### src/rtl/mem_arbiter.sv
// mem_arbiter: single-port BRAM arbiter shared by the program loader, the
// instruction fetch stage and the execute-stage load/store unit.
// Fixed priority loader > data > fetch, combinational grants and command port,
// and an RD_LAT-deep {valid, owner} pipe that steers read data back to the
// requester that issued the read.
// Optional feature: define MEM_ARB_FAIRNESS_EN to promote a starved fetch
// requester over data after STARVE_MAX consecutive denied cycles.
module mem_arbiter #(
  parameter int unsigned ADDR_W     = 19,
  parameter int unsigned DATA_W     = 32,
  parameter int unsigned RD_LAT     = 2,
  parameter int unsigned STARVE_MAX = 4
) (
  input  logic              clk,
  input  logic              rstn,
  // loader write port
  input  logic              ld_req,
  input  logic [ADDR_W-1:0] ld_addr,
  input  logic [DATA_W-1:0] ld_wdata,
  output logic              ld_gnt,
  // execute-stage data port
  input  logic              d_req,
  input  logic              d_we,
  input  logic [ADDR_W-1:0] d_addr,
  input  logic [DATA_W-1:0] d_wdata,
  output logic              d_gnt,
  output logic              d_rvalid,
  output logic [DATA_W-1:0] d_rdata,
  // fetch read port
  input  logic              f_req,
  input  logic [ADDR_W-1:0] f_addr,
  input  logic              f_flush,
  output logic              f_gnt,
  output logic              f_rvalid,
  output logic [DATA_W-1:0] f_rdata,
  // BRAM command port
  output logic              mem_en,
  output logic              mem_we,
  output logic [ADDR_W-1:0] mem_addr,
  output logic [DATA_W-1:0] mem_wdata,
  input  logic [DATA_W-1:0] mem_rdata,
  output logic              busy
);

  localparam int unsigned LAST = RD_LAT - 1;

  // Reject parameter values the return pipe cannot represent
  if (RD_LAT == 0 || RD_LAT > 4) begin : g_bad_rd_lat
    $error("mem_arbiter: RD_LAT must be in 1..4");
  end
  if (STARVE_MAX == 0) begin : g_bad_starve_max
    $error("mem_arbiter: STARVE_MAX must be at least 1");
  end

  // Fetch may compete only when it is not being flushed this cycle
  logic f_elig;
  logic promote;

  assign f_elig = f_req & ~f_flush;

`ifdef MEM_ARB_FAIRNESS_EN
  localparam int unsigned CNT_W = $clog2(STARVE_MAX + 1);

  logic [CNT_W-1:0] starve_cnt;
  logic [CNT_W-1:0] starve_nxt;

  assign promote = (starve_cnt >= CNT_W'(STARVE_MAX));

  // Count consecutive denied fetch cycles, saturating at STARVE_MAX
  always_comb begin
    starve_nxt = starve_cnt;
    if (!f_req || f_gnt) begin
      starve_nxt = '0;
    end else if (!f_flush && (starve_cnt < CNT_W'(STARVE_MAX))) begin
      starve_nxt = starve_cnt + CNT_W'(1);
    end
  end

  // Starvation counter register
  always_ff @(posedge clk or negedge rstn) begin
    if (!rstn) begin
      starve_cnt <= '0;
    end else begin
      starve_cnt <= starve_nxt;
    end
  end
`else
  // Strict priority: fetch is never promoted
  assign promote = 1'b0;
`endif

  // Grant selection; reset holds every grant low
  always_comb begin
    ld_gnt = 1'b0;
    d_gnt  = 1'b0;
    f_gnt  = 1'b0;
    if (rstn) begin
      if (ld_req) begin
        ld_gnt = 1'b1;
      end else if (promote && f_elig) begin
        f_gnt = 1'b1;
      end else if (d_req) begin
        d_gnt = 1'b1;
      end else if (f_elig) begin
        f_gnt = 1'b1;
      end
    end
  end

  // BRAM command port mirrors the granted request; write data is zero on reads
  always_comb begin
    mem_en    = ld_gnt | d_gnt | f_gnt;
    mem_we    = ld_gnt | (d_gnt & d_we);
    mem_addr  = '0;
    mem_wdata = '0;
    if (ld_gnt) begin
      mem_addr  = ld_addr;
      mem_wdata = ld_wdata;
    end else if (d_gnt) begin
      mem_addr = d_addr;
      if (d_we) begin
        mem_wdata = d_wdata;
      end
    end else if (f_gnt) begin
      mem_addr = f_addr;
    end
  end

  // Return pipe: stage 0 holds last cycle's grant, stage LAST is the return stage
  logic [RD_LAT-1:0] sr_valid;
  logic [RD_LAT-1:0] sr_fetch;
  logic [RD_LAT-1:0] kept;
  logic [RD_LAT-1:0] valid_nxt;
  logic [RD_LAT-1:0] fetch_nxt;
  logic              rd_new;

  // A flush kills every fetch-owned entry, including the one returning now
  assign kept   = f_flush ? (sr_valid & ~sr_fetch) : sr_valid;
  assign rd_new = (d_gnt & ~d_we) | f_gnt;

  if (RD_LAT > 1) begin : g_deep
    assign valid_nxt = {kept[RD_LAT-2:0], rd_new};
    assign fetch_nxt = {sr_fetch[RD_LAT-2:0], f_gnt};
  end else begin : g_single
    assign valid_nxt = rd_new;
    assign fetch_nxt = f_gnt;
  end

  // Return pipe register; reset drops all in-flight reads
  always_ff @(posedge clk or negedge rstn) begin
    if (!rstn) begin
      sr_valid <= '0;
      sr_fetch <= '0;
    end else begin
      sr_valid <= valid_nxt;
      sr_fetch <= fetch_nxt;
    end
  end

  // Steer BRAM read data to the owner of the returning entry
  assign d_rvalid = kept[LAST] & ~sr_fetch[LAST];
  assign f_rvalid = kept[LAST] &  sr_fetch[LAST];
  assign d_rdata  = d_rvalid ? mem_rdata : '0;
  assign f_rdata  = f_rvalid ? mem_rdata : '0;
  assign busy     = |sr_valid;

endmodule
### config.mk
export PLATFORM = sky130hd
export DESIGN_NAME = mem_arbiter
export DESIGN_NICKNAME = d
export VERILOG_FILES = /design/src/rtl/mem_arbiter.sv
export SDC_FILE = /design/constraint.sdc
export NUM_CORES = 1
export LEC_CHECK = 0
export CORE_AREA = 2 2 109 111
export CTS_BUF_LIST = sky130_fd_sc_hd__clkbuf_16
export DETAILED_ROUTE_END_ITERATION = 6
export DIE_AREA = 0 0 111 113
export DONT_BUFFER_PORTS = 1
export GPL_ROUTABILITY_DRIVEN = 1
export PLACE_DENSITY = 0.3
export RECOVER_POWER = 25
export REMOVE_ABC_BUFFERS = 1
export SLEW_MARGIN = 30
export SYNTH_ARGS = -nofsm -noshare
export SYNTH_HDL_FRONTEND = slang
export SYNTH_SLANG_ARGS = --single-unit
### constraint.sdc
create_clock -name clk -period 3.3 [get_ports clk]
set_clock_uncertainty 0.05 [all_clocks]
set_input_delay 0.33 -clock clk [delete_from_list [all_inputs] [get_ports clk]]
set_output_delay 0.33 -clock clk [all_outputs]
set_load 0.05 [all_outputs]
-- Word-level counts from Yosys, hierarchy flattened
Index checks and enable logic that the tools add are counted.
- flip-flop bits (word level): 4
- bits of input ports: 160
- word-level logic and storage cells: 35
- bitwise logic cells: 14
- reduce and logical (&&, ||, !) cells: 1
- mux-type cells: 18
- operators by type and width (cell ; count):
    32-bit two-way mux ; 5
    19-bit two-way mux ; 3
    1-bit two-way mux ; 9
    1-bit bitwise AND ; 5
    1-bit OR ; 4
    1-bit inverter ; 3
    2-bit bitwise AND ; 1
    2-bit two-way mux ; 1
    2-bit inverter ; 1
    2-bit OR reduction ; 1

-- Logic depth before layout (Yosys ltp)
- depth in word-level cells: 9
- gate-level depth with buffers: 7
- gate-level depth less buffers: 5

-- Worst setup path after synthesis
No wires, ideal clock.
- kind: input-to-output
- start: in rstn
- end: out mem_addr[10]
- arrival time: 1.792 ns
- stages: 6
- setup slack: 1.128 ns
- required time: 2.920 ns
- path through: nor2b_4 -> nand2_2 -> inv_2 -> buf_2 -> a32oi_1 -> a21oi_1
- elaborated cells between the ends (all ways): 6
- RTL lines (element ; line ; source):
    from (decl) ; 15 ; input logic rstn,
    1-bit two-way mux ; 97 ; if (rstn) begin
    named net d_gnt ; 26 ; output logic d_gnt,
    19-bit two-way mux ; 119 ; end else if (d_gnt) begin
    19-bit two-way mux ; 116 ; if (ld_gnt) begin
    to (decl) ; 39 ; output logic [ADDR_W-1:0] mem_addr,
The timed path passes the listed nets, and every way through them passes these cells.

-- Final worst setup path
- start: in d_req
- end: out mem_addr[5]
- word-level cells in the longest chain between the ends: 6
- elaborated cells between the ends (all ways): 9
- ends and longest elaborated chain (element ; line ; source):
    from (decl) ; 22 ; input logic d_req,
    1-bit two-way mux ; 102 ; end else if (d_req) begin
    1-bit two-way mux ; 98 ; if (ld_req) begin
    1-bit two-way mux ; 97 ;
    19-bit two-way mux ; 124 ; end else if (f_gnt) begin
    19-bit two-way mux * ; 119 ;
    19-bit two-way mux * ; 116 ;
Every way passes the cells marked *; elsewhere a longest branch is shown, timed or not.

==> results.yml <==
placed_design:
  dpl.hpwl_um: 5750
  numPortBuffers: 0
  globalplace.congestion: 0.748
  dpl_cell_area_um2: 1910
layout:
  syn2layout_area_growth_pct: 43.4
  fin_nets: 387
  n_antenna_cell: 0
  layout-drive-gt1-share_pct: 16.4
  fin_area_um2: 1920
  num-fill-cells: 1288
die:
  io_pins: 283
  die-area_um2: 12500
  die_h_um: 113
  die_x_um: 111
  initial_core_util_pct: 11.9
  core_um2: 11300
  rows: 39
global_routing:
  first_global_vias: 1564
  antenna_found_initial: 0
  grt_start_max_net_pins: 39
  grt.total_usage_pct: 8.58
  globalRoute.totalOverflow: 0
  grt_pass1_wl_um: 8400
logic_synthesis:
  synth_top_area_cell: "and2_1"
  syn_area_per_cell_um2: 6.78
  async_reset_ff_share_pct: 100
  synth_top_area_share_pct: 30.4
  ys_seq_area_share_pct: 7.49
  synth_area_leaders: "and2_1 30%, a22o_1 21%, a32oi_1 12%, dfrtp_1 7.5%, a21oi_1 7.1%"
  synth_seq_cells: 4
  ys_warn_count: 0
  synth_common_cells: "65 x and2_1, 32 x a22o_1, 20 x nor2_1"
  synth_flop_cell: "dfrtp_1"
  syn_inst: 197
  synth-edff-count: 0
  synth_cell_types: 21
  yosys.cell_count.top_type: "and2_1"
  netlist_area_um2: 1340
worst_setup_path:
  cpMaxStageDelayCell: "clkbuf_1"
  rr_endpoint: "sr_valid[1]"
  path_class: "in -> out"
  endpoint_kind: "output port"
  rr_worst_depth: 1
  crit_path_start: "d_req"
  cpPeakStageDelay_ns: 0.70
  cp_common_cell: "clkbuf_1"
  reg2reg_slack_ns: 2.64
  crit_fanout: 20
  critPathRequiredTime_ns: 2.92
  crit_arrival_ns: 2.09
  startpoint_type: "primary input"
  r2r-start: "sr_fetch[0]"
  path_cells: "nor3b_1, clkbuf_1, a32oi_1, a21oi_1, clkbuf_1"
hold_path:
  min_to: "sr_valid[1]"
  hold_start: "f_flush"
  holdPathStages: 1
  hold_class: "in -> reg"
timing:
  finalMaxSlewViolations: 0
  tns_ns: 0
  hold_violations: 0
  finalSetupViolations: 0
  worstMarginPinSlew_ns: 0.896
  maxSlewHeadroom_pct: 40.3
  max_freq_mhz: 404
  min_period_ns: 2.47
  rsz0062_at_grt: "no"
  fin_crit_sh_pct: 74.9
clocking:
  numClockSinks: 4
  cts_buffers: 3
  cts_tree: "done"
  cts.path.max_buffers: 2
  postCtsSetupBuffers: 0
  clock-root-buffer: "clkbuf_16"
  cts_htree_levels: 1
  clk_latency_ns: 0.22
  cts.clk_slew.worst_paths_ns: 0.03
detailed_routing:
  vias: 1759
  drtAntennaViolNets: 0
  wl_per_cell_um: 17.8
  routed_wirelength_um: 6560
  first_pass_iters: 4
  viasPerCell: 4.78
  drc: 0
  drt-initial-drc-count: 49
power:
  vdd_ir_drop_max_mv: 0.115
  power_leakage_nw: 0.751
  p_per_area_nw_per_um2: 304
status:
  outcome: "finished clean"
job:
  cap_viol_max_count: 0
[through the flow]
stage	total power [mW]	worst slack, ns	util [%]	hold WS [ns]	std cells
finish	0.583	0.827	17.0	0.163	368
global route	0.603	0.724	17.0	0.173	368
CTS	0.606	0.997	17.7	0.161	368
detailed placement	0.415	1.14	17.0	-0.0154	364
global placement	0.414	1.17	17.0	-0.0155	364
floorplan	0.316	0.134	-	-0.0156	174
[worst max path at each step]
stage	slack (ns)	endpoint	cells past startpoint
final	0.83	mem_addr[5]	5
after global routing	0.72	mem_addr[13]	5
after CTS	1.0	f_rdata[22]	3
after detailed placement	1.14	mem_wdata[23]	7
after global placement	1.17	mem_wdata[10]	7
after floorplan	0.13	mem_we	3
[placed cells by master (no fill, tap or decap), drive strengths merged]
cell type    netlist  layout
and2              65      65
a22o              32      32
buf               12      30
nor2              20      20
clkbuf            11      20
a32oi             19      19
a21oi             19      19
nand2              4       4
dfrtp              4       4
or2                2       2
nor2b              2       2
inv                2       2
clkinv             1       1
nor3b              1       1
a21boi             1       1
nand3              1       1
o21ai              1       1
dlygate4sd3        0       1
[routing by layer]
| layer | up-vias | track usage [%] | share of wire (%) |
|---|---|---|---|
| li1 | 772 | - | - |
| met1 | 823 | 8.96 | 35 |
| met2 | 164 | 18.6 | 57 |
| met3 | 0 | 0.857 | 8.9 |
| met4 | 0 | 1.00 | 0 |
| met5 | - | 0 | 0 |
[critical path: cells and delay by family]
kind	cells	cell delay, ns
AO/OA/AOI/OAI	2	0.41
buffers and inverters	2	1.19
AND/OR/NAND/NOR	1	0.17
[power by group]
group / switching (mW) / internal, mW
registers: 0.000653 / 0.0508
logic: 0.261 / 0.0857
clock network: 0.0305 / 0.154
[layout make-up]
type	count	area [µm²]	area share, %
Clock buffer	3	75.1	3.92
Inverter	3	11.3	0.588
Multi-Input combinational cell	167	1100	57.5
Sequential cell	4	100	5.23
Tap cell	143	179	9.34
Timing Repair Buffer	48	449	23.4
[sequential cells by signal, indices dropped and copies added, names as in the netlist]
| signal | cells |
|---|---|
| sr_valid | 2 |
| sr_fetch | 2 |
[logic make-up after synthesis]
| group | share of synthesized area [%] |
|---|---|
| flops | 7.49 |
| compound gates | 41.5 |
| buf+inv | 10.3 |
| simple gates | 40.7 |
[what timing repair did]
| action | 4_1_cts | 5_1_grt |
|---|---|---|
| hold buffers | 1 | 0 |
| endpoints found under the hold margin | 4 | 0 |
| resized for setup | 0 | 0 |
No activity file was read; power rests on OpenSTA's default activity.
